### src/rtl/spiking_systolic_array_2x2_pkg.sv
`default_nettype none
// ============================================================================
// Module      : spiking_systolic_array_2x2_pkg
// Description : Shared sizing constants and helpers for the 2x2 spiking array.
// Revision    : 1.0 - initial release
// ============================================================================
package spiking_systolic_array_2x2_pkg;

    localparam int DATA_WIDTH = 16;
    localparam int FIFO_DEPTH = 8;
    localparam int ARRAY_DIM  = 2;

    // Width of an index into n entries; never less than one bit.
    function automatic int idx_width(input int n);
        return (n > 1) ? $clog2(n) : 1;
    endfunction

endpackage
`default_nettype wire

### src/rtl/spiking_systolic_array_2x2_spike_fifo.sv
`default_nettype none
// ============================================================================
// Module      : spike_fifo
// Description : Synchronous FIFO with a registered, zero-when-idle output.
// Revision    : 1.0 - initial release
// ============================================================================
module spike_fifo
#(
    parameter int WIDTH = 1,
    parameter int DEPTH = spiking_systolic_array_2x2_pkg::FIFO_DEPTH
)
(
    input  logic             clk,
    input  logic             rstn,
    input  logic             w_en_i,
    input  logic             r_en_i,
    input  logic [WIDTH-1:0] din_i,
    output logic [WIDTH-1:0] dout_o
);
    import spiking_systolic_array_2x2_pkg::*;

    localparam int PTR_W = idx_width(DEPTH);
    localparam int CNT_W = $clog2(DEPTH + 1);
    localparam logic [PTR_W-1:0] C_LAST_PTR = PTR_W'(DEPTH - 1);
    localparam logic [CNT_W-1:0] C_FULL_CNT = CNT_W'(DEPTH);

    logic [WIDTH-1:0] mem_q [DEPTH];
    logic [PTR_W-1:0] wptr_q, wptr_d;
    logic [PTR_W-1:0] rptr_q, rptr_d;
    logic [CNT_W-1:0] count_q, count_d;
    logic [WIDTH-1:0] dout_q, dout_d;

    logic w_empty;
    logic w_full;
    logic w_do_rd;
    logic w_do_wr;

    assign w_empty = (count_q == '0);
    assign w_full  = (count_q == C_FULL_CNT);
    assign w_do_rd = r_en_i && !w_empty;
    // A pop in the same cycle frees the slot, so a write to a full FIFO still lands.
    assign w_do_wr = w_en_i && (!w_full || w_do_rd);

    always_comb begin
        wptr_d  = wptr_q;
        rptr_d  = rptr_q;
        count_d = count_q;
        dout_d  = '0;
        if (w_do_wr) begin
            wptr_d = (wptr_q == C_LAST_PTR) ? '0 : wptr_q + 1'b1;
        end
        if (w_do_rd) begin
            rptr_d = (rptr_q == C_LAST_PTR) ? '0 : rptr_q + 1'b1;
            dout_d = mem_q[rptr_q];
        end
        case ({w_do_wr, w_do_rd})
            2'b10:   count_d = count_q + CNT_W'(1);
            2'b01:   count_d = count_q - CNT_W'(1);
            default: count_d = count_q;
        endcase
    end

    always_ff @(posedge clk or negedge rstn) begin
        if (!rstn) begin
            wptr_q  <= '0;
            rptr_q  <= '0;
            count_q <= '0;
            dout_q  <= '0;
        end else begin
            wptr_q  <= wptr_d;
            rptr_q  <= rptr_d;
            count_q <= count_d;
            dout_q  <= dout_d;
        end
    end

    always_ff @(posedge clk) begin
        if (w_do_wr) begin
            mem_q[wptr_q] <= din_i;
        end
    end

    assign dout_o = dout_q;

endmodule
`default_nettype wire

### src/rtl/spiking_systolic_array_2x2.sv
`default_nettype none
// ============================================================================
// Module      : spiking_systolic_array_2x2
// Description : 2x2 spike-gated systolic MAC array fed by row/column FIFOs.
// Revision    : 1.0 - initial release
// ============================================================================
module spiking_systolic_array_2x2
#(
    parameter int DATA_WIDTH = spiking_systolic_array_2x2_pkg::DATA_WIDTH,
    parameter int FIFO_DEPTH = spiking_systolic_array_2x2_pkg::FIFO_DEPTH
)
(
    input  logic                         clk,
    input  logic                         rstn,
    input  logic                         row_fifo_0_w_en,
    input  logic                         row_fifo_1_w_en,
    input  logic                         row_fifo_0_r_en,
    input  logic                         row_fifo_1_r_en,
    input  logic                         col_fifo_0_w_en,
    input  logic                         col_fifo_1_w_en,
    input  logic                         col_fifo_0_r_en,
    input  logic                         col_fifo_1_r_en,
    input  logic                         in_row_0,
    input  logic                         in_row_1,
    input  logic signed [DATA_WIDTH-1:0] in_col_0,
    input  logic signed [DATA_WIDTH-1:0] in_col_1,
    output logic signed [DATA_WIDTH-1:0] out_data_0_0,
    output logic signed [DATA_WIDTH-1:0] out_data_0_1,
    output logic signed [DATA_WIDTH-1:0] out_data_1_0,
    output logic signed [DATA_WIDTH-1:0] out_data_1_1
);
    import spiking_systolic_array_2x2_pkg::*;

    logic [ARRAY_DIM-1:0]          w_row_wen;
    logic [ARRAY_DIM-1:0]          w_row_ren;
    logic [ARRAY_DIM-1:0]          w_row_din;
    logic [ARRAY_DIM-1:0]          w_row_dout;
    logic [ARRAY_DIM-1:0]          w_col_wen;
    logic [ARRAY_DIM-1:0]          w_col_ren;
    logic signed [DATA_WIDTH-1:0]  w_col_din  [ARRAY_DIM];
    logic signed [DATA_WIDTH-1:0]  w_col_dout [ARRAY_DIM];

    logic                          w_spike_in  [ARRAY_DIM][ARRAY_DIM];
    logic signed [DATA_WIDTH-1:0]  w_weight_in [ARRAY_DIM][ARRAY_DIM];
    logic                          w_spike_out [ARRAY_DIM][ARRAY_DIM];
    logic signed [DATA_WIDTH-1:0]  w_weight_out[ARRAY_DIM][ARRAY_DIM];
    logic signed [DATA_WIDTH-1:0]  w_acc       [ARRAY_DIM][ARRAY_DIM];

    assign w_row_wen     = {row_fifo_1_w_en, row_fifo_0_w_en};
    assign w_row_ren     = {row_fifo_1_r_en, row_fifo_0_r_en};
    assign w_row_din     = {in_row_1, in_row_0};
    assign w_col_wen     = {col_fifo_1_w_en, col_fifo_0_w_en};
    assign w_col_ren     = {col_fifo_1_r_en, col_fifo_0_r_en};
    assign w_col_din[0]  = in_col_0;
    assign w_col_din[1]  = in_col_1;

    generate
        for (genvar gr = 0; gr < ARRAY_DIM; gr++) begin : g_row_fifo
            spike_fifo #(
                .WIDTH (1),
                .DEPTH (FIFO_DEPTH)
            ) u_row_fifo (
                .clk    (clk),
                .rstn   (rstn),
                .w_en_i (w_row_wen[gr]),
                .r_en_i (w_row_ren[gr]),
                .din_i  (w_row_din[gr]),
                .dout_o (w_row_dout[gr])
            );
        end

        for (genvar gc = 0; gc < ARRAY_DIM; gc++) begin : g_col_fifo
            spike_fifo #(
                .WIDTH (DATA_WIDTH),
                .DEPTH (FIFO_DEPTH)
            ) u_col_fifo (
                .clk    (clk),
                .rstn   (rstn),
                .w_en_i (w_col_wen[gc]),
                .r_en_i (w_col_ren[gc]),
                .din_i  (w_col_din[gc]),
                .dout_o (w_col_dout[gc])
            );
        end

        // Spikes travel east along a row, weights travel south down a column.
        for (genvar gi = 0; gi < ARRAY_DIM; gi++) begin : g_pe_row
            for (genvar gj = 0; gj < ARRAY_DIM; gj++) begin : g_pe_col
                logic                         spike_q;
                logic signed [DATA_WIDTH-1:0] weight_q;
                logic signed [DATA_WIDTH-1:0] acc_q;
                logic signed [DATA_WIDTH-1:0] acc_d;

                if (gj == 0) begin : g_spike_edge
                    assign w_spike_in[gi][gj] = w_row_dout[gi];
                end else begin : g_spike_chain
                    assign w_spike_in[gi][gj] = w_spike_out[gi][gj-1];
                end

                if (gi == 0) begin : g_weight_edge
                    assign w_weight_in[gi][gj] = w_col_dout[gj];
                end else begin : g_weight_chain
                    assign w_weight_in[gi][gj] = w_weight_out[gi-1][gj];
                end

                always_comb begin
                    acc_d = acc_q;
                    if (w_spike_in[gi][gj]) begin
                        acc_d = acc_q + w_weight_in[gi][gj];
                    end
                end

                always_ff @(posedge clk or negedge rstn) begin
                    if (!rstn) begin
                        spike_q  <= 1'b0;
                        weight_q <= '0;
                        acc_q    <= '0;
                    end else begin
                        spike_q  <= w_spike_in[gi][gj];
                        weight_q <= w_weight_in[gi][gj];
                        acc_q    <= acc_d;
                    end
                end

                assign w_spike_out[gi][gj]  = spike_q;
                assign w_weight_out[gi][gj] = weight_q;
                assign w_acc[gi][gj]        = acc_q;
            end
        end
    endgenerate

    assign out_data_0_0 = w_acc[0][0];
    assign out_data_0_1 = w_acc[0][1];
    assign out_data_1_0 = w_acc[1][0];
    assign out_data_1_1 = w_acc[1][1];

endmodule
`default_nettype wire

### config.mk
export PLATFORM = sky130hd
export DESIGN_NAME = spiking_systolic_array_2x2
export DESIGN_NICKNAME = d
export VERILOG_FILES = /design/src/rtl/spiking_systolic_array_2x2_pkg.sv /design/src/rtl/spiking_systolic_array_2x2_spike_fifo.sv /design/src/rtl/spiking_systolic_array_2x2.sv
export SDC_FILE = /design/constraint.sdc
export NUM_CORES = 1
export LEC_CHECK = 0
export ABC_AREA = 1
export CORE_UTILIZATION = 55
export DETAILED_ROUTE_END_ITERATION = 16
export PLACE_DENSITY = 0.79
export SETUP_SLACK_MARGIN = 0.5
export SLEW_MARGIN = 10
export SYNTH_ARGS = -nofsm -noshare
export SYNTH_HDL_FRONTEND = slang
export SYNTH_HIERARCHICAL = 1
export SYNTH_SLANG_ARGS = --single-unit
### constraint.sdc
create_clock -name clk -period 2 [get_ports clk]
set_clock_uncertainty 0.1 [all_clocks]
set_input_delay 0.4 -clock clk [delete_from_list [all_inputs] [get_ports clk]]
set_output_delay 0.4 -clock clk [all_outputs]
set_load 0.02 [all_outputs]
After elaboration in Yosys (flattened, before gate mapping)
Memories as Yosys holds them, arrays and structs flattened. Index checks and enable logic that the tools add are counted.

Flip-flop bits (word level): 172. Memory bits (writable): 272. Input port bits: 44. Output and inout port bits: 64. Word-level logic and storage cells: 120. Memories kept: 4.

Add/subtract/negate cells: 20. Equality and inequality tests: 20. Multiplexer cells: 24. Reductions and logical operators: 28.

Memory list: g_col_fifo[0].u_col_fifo.mem_q (depth 8, width 16, read ports 1, clocked after memory_dff 0, wr ports 1, RTL line spiking_systolic_array_2x2_spike_fifo.sv:27) `logic [WIDTH-1:0] mem_q [DEPTH];`; g_col_fifo[1].u_col_fifo.mem_q (depth 8, width 16, read ports 1, clocked after memory_dff 0, wr ports 1, RTL line spiking_systolic_array_2x2_spike_fifo.sv:27); g_row_fifo[0].u_row_fifo.mem_q (depth 8, width 1, read ports 1, clocked after memory_dff 0, wr ports 1, RTL line spiking_systolic_array_2x2_spike_fifo.sv:27); g_row_fifo[1].u_row_fifo.mem_q (depth 8, width 1, read ports 1, clocked after memory_dff 0, wr ports 1, RTL line spiking_systolic_array_2x2_spike_fifo.sv:27).

Operators with widths (count): $add 16x16->16 (4); $mux 16 (2); $pmux 4 s2 (4); $add 3x1->3 const B (8); $eq 3x3->1 const B (8); $mux 3 (8); $add 4x1->4 const B (4); $eq 4x4->1 const B (4); $logic_not 4->1 (4); $sub 4x1->4 const B (4); $mux 1 (10); $eq 2x1->1 const B (4); $eq 2x2->1 const B (4); $logic_and 1x1->1 (8); $logic_not 1->1 (8); $reduce_bool 2->1 (4); $logic_or 1x1->1 (4).

Depth between registers and ports, before layout
Word-level depth: 7. Mapped depth: 14. Depth with buffers taken out: 14.

Modules after synthesis
Netlist, hierarchy kept.

By module, submodules not included: spiking_systolic_array_2x2 (times used 1, cells an instance 982, area an instance 6769.0 µm², seq. area each 2452.4 µm²); spike_fifo at g_col_fifo[0].u_col_fifo (times used 1, cells an instance 496, area an instance 6165.9 µm², seq. area each 4494.3 µm²); spike_fifo at g_col_fifo[1].u_col_fifo (times used 1, cells an instance 496, area an instance 6129.6 µm², seq. area each 4494.3 µm²); spike_fifo at g_row_fifo[0].u_row_fifo ... (times used 2, cells an instance 111, area an instance 1053.5 µm², seq. area each 515.5 µm²).

Least setup slack after synthesis
OpenSTA, ideal clock, no wires.

Kind: register -> register. Start: reg g_col_fifo[1].u_col_fifo.count_q[0]. End: mem g_col_fifo[1].u_col_fifo/mem_q[0][0] in the netlist's numbering (enable). Library setup time: 0.388 ns. Arrival time: 1.500 ns. Data required time: 1.512 ns. Setup slack: 0.011 ns. Stages on the path, launching flop included: 7. Buffers on the path: 0. Period minus slack after synthesis: 1.989 ns. Path through: dfrtp_1 nor2_2 nand3_1 nand2_1 inv_1 nand2_1 nor2_1.

Cells in the longest elaborated chain, start to end: 7.

Ends and longest elaborated chain: start, declared (RTL line spiking_systolic_array_2x2_spike_fifo.sv:30) `logic [CNT_W-1:0] count_q, count_d;`; start signal, assigned (RTL line spiking_systolic_array_2x2_spike_fifo.sv:72) `count_q <= count_d;`; $logic_not 4->1 (RTL line spiking_systolic_array_2x2_spike_fifo.sv:38) `assign w_empty = (count_q == '0);`; $logic_not 1->1 (RTL line spiking_systolic_array_2x2_spike_fifo.sv:40) `assign w_do_rd = r_en_i && !w_empty;`; $logic_and 1x1->1 (RTL line spiking_systolic_array_2x2_spike_fifo.sv:40); $logic_or 1x1->1 (*) (RTL line spiking_systolic_array_2x2_spike_fifo.sv:42) `assign w_do_wr = w_en_i && (!w_full || w_do_rd);`; $logic_and 1x1->1 (*) (RTL line spiking_systolic_array_2x2_spike_fifo.sv:42); $mux 1 (*) (RTL line spiking_systolic_array_2x2_spike_fifo.sv:78) `if (w_do_wr) begin`; $mux 1 (implied by the code) (*) (RTL line spiking_systolic_array_2x2_spike_fifo.sv:79) `mem_q[wptr_q] <= din_i;`; end, declared (RTL line spiking_systolic_array_2x2_spike_fifo.sv:27).

Mark *: on every way between the ends. The rest lies on a longest branch, timed or not.

Worst setup path in the final report
Start: reg g_row_fifo[0].u_row_fifo.count_q[1]. End: reg g_row_fifo[0].u_row_fifo.count_q[3].

Cells in the longest elaborated chain, start to end: 7.

Ends and longest elaborated chain: start, declared (RTL line spiking_systolic_array_2x2_spike_fifo.sv:30); start signal, assigned (RTL line spiking_systolic_array_2x2_spike_fifo.sv:72); $logic_not 4->1 (*) (RTL line spiking_systolic_array_2x2_spike_fifo.sv:38); $logic_not 1->1 (*) (RTL line spiking_systolic_array_2x2_spike_fifo.sv:40); $logic_and 1x1->1 (*) (RTL line spiking_systolic_array_2x2_spike_fifo.sv:40); net g_row_fifo[0].u_row_fifo.w_do_rd (RTL line spiking_systolic_array_2x2_spike_fifo.sv:35) `logic w_do_rd;`; $logic_or 1x1->1 (RTL line spiking_systolic_array_2x2_spike_fifo.sv:42); $logic_and 1x1->1 (RTL line spiking_systolic_array_2x2_spike_fifo.sv:42); $eq 2x1->1 / $eq 2x2->1 (equally long branches) (RTL line spiking_systolic_array_2x2_spike_fifo.sv:56) `case ({w_do_wr, w_do_rd})`; $pmux 4 s2 / $reduce_bool 2->1 (equally long branches).

Mark *: on every way through the listed nets, which the timed path passes. The rest lies on a longest branch. A chain may end at the register's enable or synchronous reset.

==> impl_results.md <==
* Status: complete, no violations
* Worst path slowest cell: dfrtp_2
* CTS buffer count at 46
* # fillers at between 2k and 2.5k
* HPWL after DPL at approximately 32000 um
* Area delta synth->final at 32.7%
* Psw at around 19 mW
* Sequential area share after synthesis at between 50% and 60%
* Largest net degree at the start of global routing at 67
* WL/cell at 17.8 um
* Antenna cells at 0
* Simple logic cell fraction of the synthesized area at 20.3%
* Mux contribution to synthesized area at 0%
* Compound-Gate Fraction of Synth Area at under 10%
* Hold Fails Final Rpt at 0
* GRT Overall Usage at a little over a quarter
* Setup CP Type: register to register
* Worst Hold Class: primary input to asynchronous set/reset pin
* Max Fanout on Critical Path at 3
* Vias in the first global route at 16.4k
* Clock Power Share at between 10% and 20%
* RR Endpoint: g_row_fifo[0].u_row_fifo/count_q[3]
* Top cells by area, synth: edfxtp_1, dfrtp_1, nand2_1
* Area leader, netlist: edfxtp_1
* Global route overflow at 0
* Post-Syn Instances at ~2.2k
* Antenna-violating nets left at 0
* Worst vdd ir at between 0.8 and 0.9 mV
* Pwr Total at 47.8 mW
* NumNets Final at approximately 2.6k
* Port Buffers at roughly 110
* Die height at about 200 um
* Arr. time, crit path at approximately 2300 ps
* Non-Filler Instances at about 3.0k
* Crit share post-route at 95.0%
* Gpl congestion at around 0.87
* Register-to-Register Path Depth at 14
* Routed WL at ~54000 um
* Synth warnings at 6
* Max cap viols at 0
* Worst Tran Pin Value at between 600 and 700 ps
* Clk sinks at about 440
* Vias after detailed routing at 16.4k
* Core ar. at around 0.038 mm2
* Worst flop-to-flop path startpoint: g_row_fifo[0].u_row_fifo/count_q[1]
* Most common cell after layout, fill and taps aside: nand2_1
* Syn Nets at roughly 2.3k
* CP Cell Sequence: nor2_4, nand3_2, nand2_2, inv_4, ha_4, nand2_2, inv_2, nor2_4, buf_6, nand3_4, nand2_2, nand2_1, nand3_1, nand2_1
* Worst skew pair latency at 570 ps
* Finish-stage setup viols at 0
* Setup crit start: g_row_fifo[0].u_row_fifo/count_q[1]
* Number of flops mapped to enable cells by yosys at ~270
* I/O Pins at 108
* Post-route cell area at 0.0281 mm2
* First-pass GRT wire length at between 80000 and 90000 um
* Die Width at about 200 um
* Max-slew headroom at 53.6%
* Cell-internal power at 28.5 mW
* Mapped Area at 0.0212 mm2
* Most frequent CP cell: nand2_2
* Htree depth at 2
* Clk buf depth at 3
* Share of cells above drive strength 1 at slightly above 30%
* Fmax at approximately 0.53 GHz
* Placed Area at approximately 0.024 mm2
* Syn Area/Cell at approximately 9.6 um2
* Part of the power in registers at between 30% and 40%
* Pins Over Slew Limit at 0
* Startpoint types: register
* Rows at 71
* XOR/XNOR Fraction of Synth Area at under 10%
* Net Sw Frac at a little over 40%
* Root Buffer Master: clkbuf_16
* DRC at 0
* Post-synth top area share at between 30% and 40%
* Synth Flop Type: edfxtp_1
* Largest family of logic cells by synthesized area: simple AND/OR/NAND/NOR gates
* #FFs+latches synth at 444
* Commonest cells after routing, fill and taps aside: nand2_1, nor2_1, edfxtp_1
* Power density over cell area at between 1500 and 2000 mW/mm2
* Vias/cell at 5.46
* CP Capture Type: register
* CTS clk-pin slew, worst paths at 60 ps
* DRT Pass-1 Iters at 7
* Adder-cell share of the synthesized area at 5.65%
* Total leakage power at approximately 12 nW
* DP Cell Count at between 2k and 3k
* Worst setup endpoint: g_row_fifo[0].u_row_fifo/count_q[3]
* WP data required at approximately 2400 ps
* CTS tree: yes
* Comb pwr share at between 50 and 60%
* CP max stage delay at 430 ps
* Initial DRC count at 1302
* Initial antenna violation count at 1
* RSZ-0062 raised after global routing: yes
* R2r setup slk at about 100 ps
* Asr flop ratio synth at 38.7%
* Yosys cell types at 36
* Tmin final at between 1500 and 2000 ps
* Initial Util at 56.1%
* Die ar. at between 0.03 and 0.04 mm2
logic make-up (layout without fill, tap and decap cells):
family,count (synthesis),in the layout
AND/OR/NAND/NOR,1031,1031
flip-flops,444,444
AO/OA/AOI/OAI,319,319
buffers and inverters,277,578
adder cells (fa/ha/maj),92,92
XOR/XNOR,33,33
synthesized netlist by cell type, types with 7 or more instances:
library cell,number
a21oi_1,35
buf_2,21
buf_4,12
buf_6,14
clkbuf_1,9
dfrtp_1,172
edfxtp_1,272
ha_1,86
inv_1,203
nand2_1,499
nand2_2,16
nand2_4,8
nand3_1,100
nand3_2,9
nand3b_1,8
nor2_1,343
nor2_2,18
nor3_1,12
o21ai_0,111
o21ai_1,163
xnor2_1,26
xor2_1,7
worst max-delay path: cells and delay by family (launching register included):
| kind | cells | cell delay [ps] |
|---|---|---|
| adder cells (fa/ha/maj) | 1 | 170 |
| buffers and inverters | 3 | 220 |
| AND/OR/NAND/NOR | 10 | 860 |
| flip-flops | 1 | 430 |
metal layers:
metal	track usage, %	up-vias	routed length (um)
met2	46.3	617	27100
li1	-	7777	-
met3	4.38	148	3840
met5	0	-	13
met4	8.50	2	1570
met1	33.1	7875	21100
power by group through the flow:
stage / sequential [mW] / clock (mW) / combinational, mW
after floorplan: 14.9 / 0 / 13.5
after global placement: 14.7 / 0 / 18.2
after detailed placement: 14.8 / 0 / 18.9
after CTS: 14.6 / 8.93 / 21.8
after global routing: 14.9 / 9.33 / 26.5
final: 14.7 / 8.88 / 24.3
state kept, by name (all words and copies together), names as in the netlist, 16 cells and up:
| register | flops |
|---|---|
| out_data_1_0 | 16 |
| out_data_0_0 | 16 |
| g_col_fifo.u_col_fifo/dout_o | 32 |
| g_row_fifo.u_row_fifo/mem_q | 16 |
| g_col_fifo.u_col_fifo/mem_q | 256 |
| g_pe_row.g_pe_col.weight_q | 32 |
| out_data_1_1 | 16 |
| out_data_0_1 | 16 |
per-stage QoR:
| stage | worst slack [ps] | hold WS [ps] | utilization (%) | TNS, ps |
|---|---|---|---|---|
| 2_1_floorplan | 207 | 4.41 | - | 0 |
| 3_3_place_gp | -157 | 217 | 64.5 | -8070 |
| 3_5_place_dp | -274 | 219 | 64.5 | -16820 |
| 4_1_cts | 158 | 189 | 72.2 | 0 |
| 5_1_grt | -25.4 | 222 | 74.4 | -25.4 |
| 6_report | 100 | 197 | 74.4 | 0 |
layout make-up:
| cell class | instances | area (um2) | share of cell area, % |
|---|---|---|---|
| Tap cell | 511 | 639 | 2.27 |
| Timing Repair Buffer | 280 | 3120 | 11.1 |
| Clock inverter | 28 | 319 | 1.14 |
| Inverter | 213 | 827 | 2.94 |
| Sequential cell | 444 | 12600 | 44.7 |
| Multi-Input combinational cell | 1475 | 9390 | 33.4 |
| Clock buffer | 57 | 1250 | 4.46 |
worst min-delay path by stage:
stage | cells after the start | start | slack, ps | end
after floorplan | 0 | rstn | 4 | g_col_fifo[0].u_col_fifo/count_q[0]
after global placement | 1 | rstn | 220 | g_row_fifo[0].u_row_fifo/count_q[2]
after detailed placement | 1 | rstn | 220 | g_row_fifo[0].u_row_fifo/count_q[2]
after CTS | 2 | rstn | 190 | g_row_fifo[0].u_row_fifo/rptr_q[2]
after global routing | 2 | rstn | 220 | g_row_fifo[0].u_row_fifo/count_q[2]
final | 2 | rstn | 200 | g_row_fifo[0].u_row_fifo/count_q[2]
what timing repair did:
action                                  4_1_cts  5_1_grt
endpoints found under the setup margin      407      435
hold endpoints to repair                    134        0
setup buffers                                61       34
pin swaps                                    80       96
gates cloned                                 10        7
hold buffers                                  1        0
resized for setup                           514      144
Note: power is estimated with default switching activity, not from simulation.
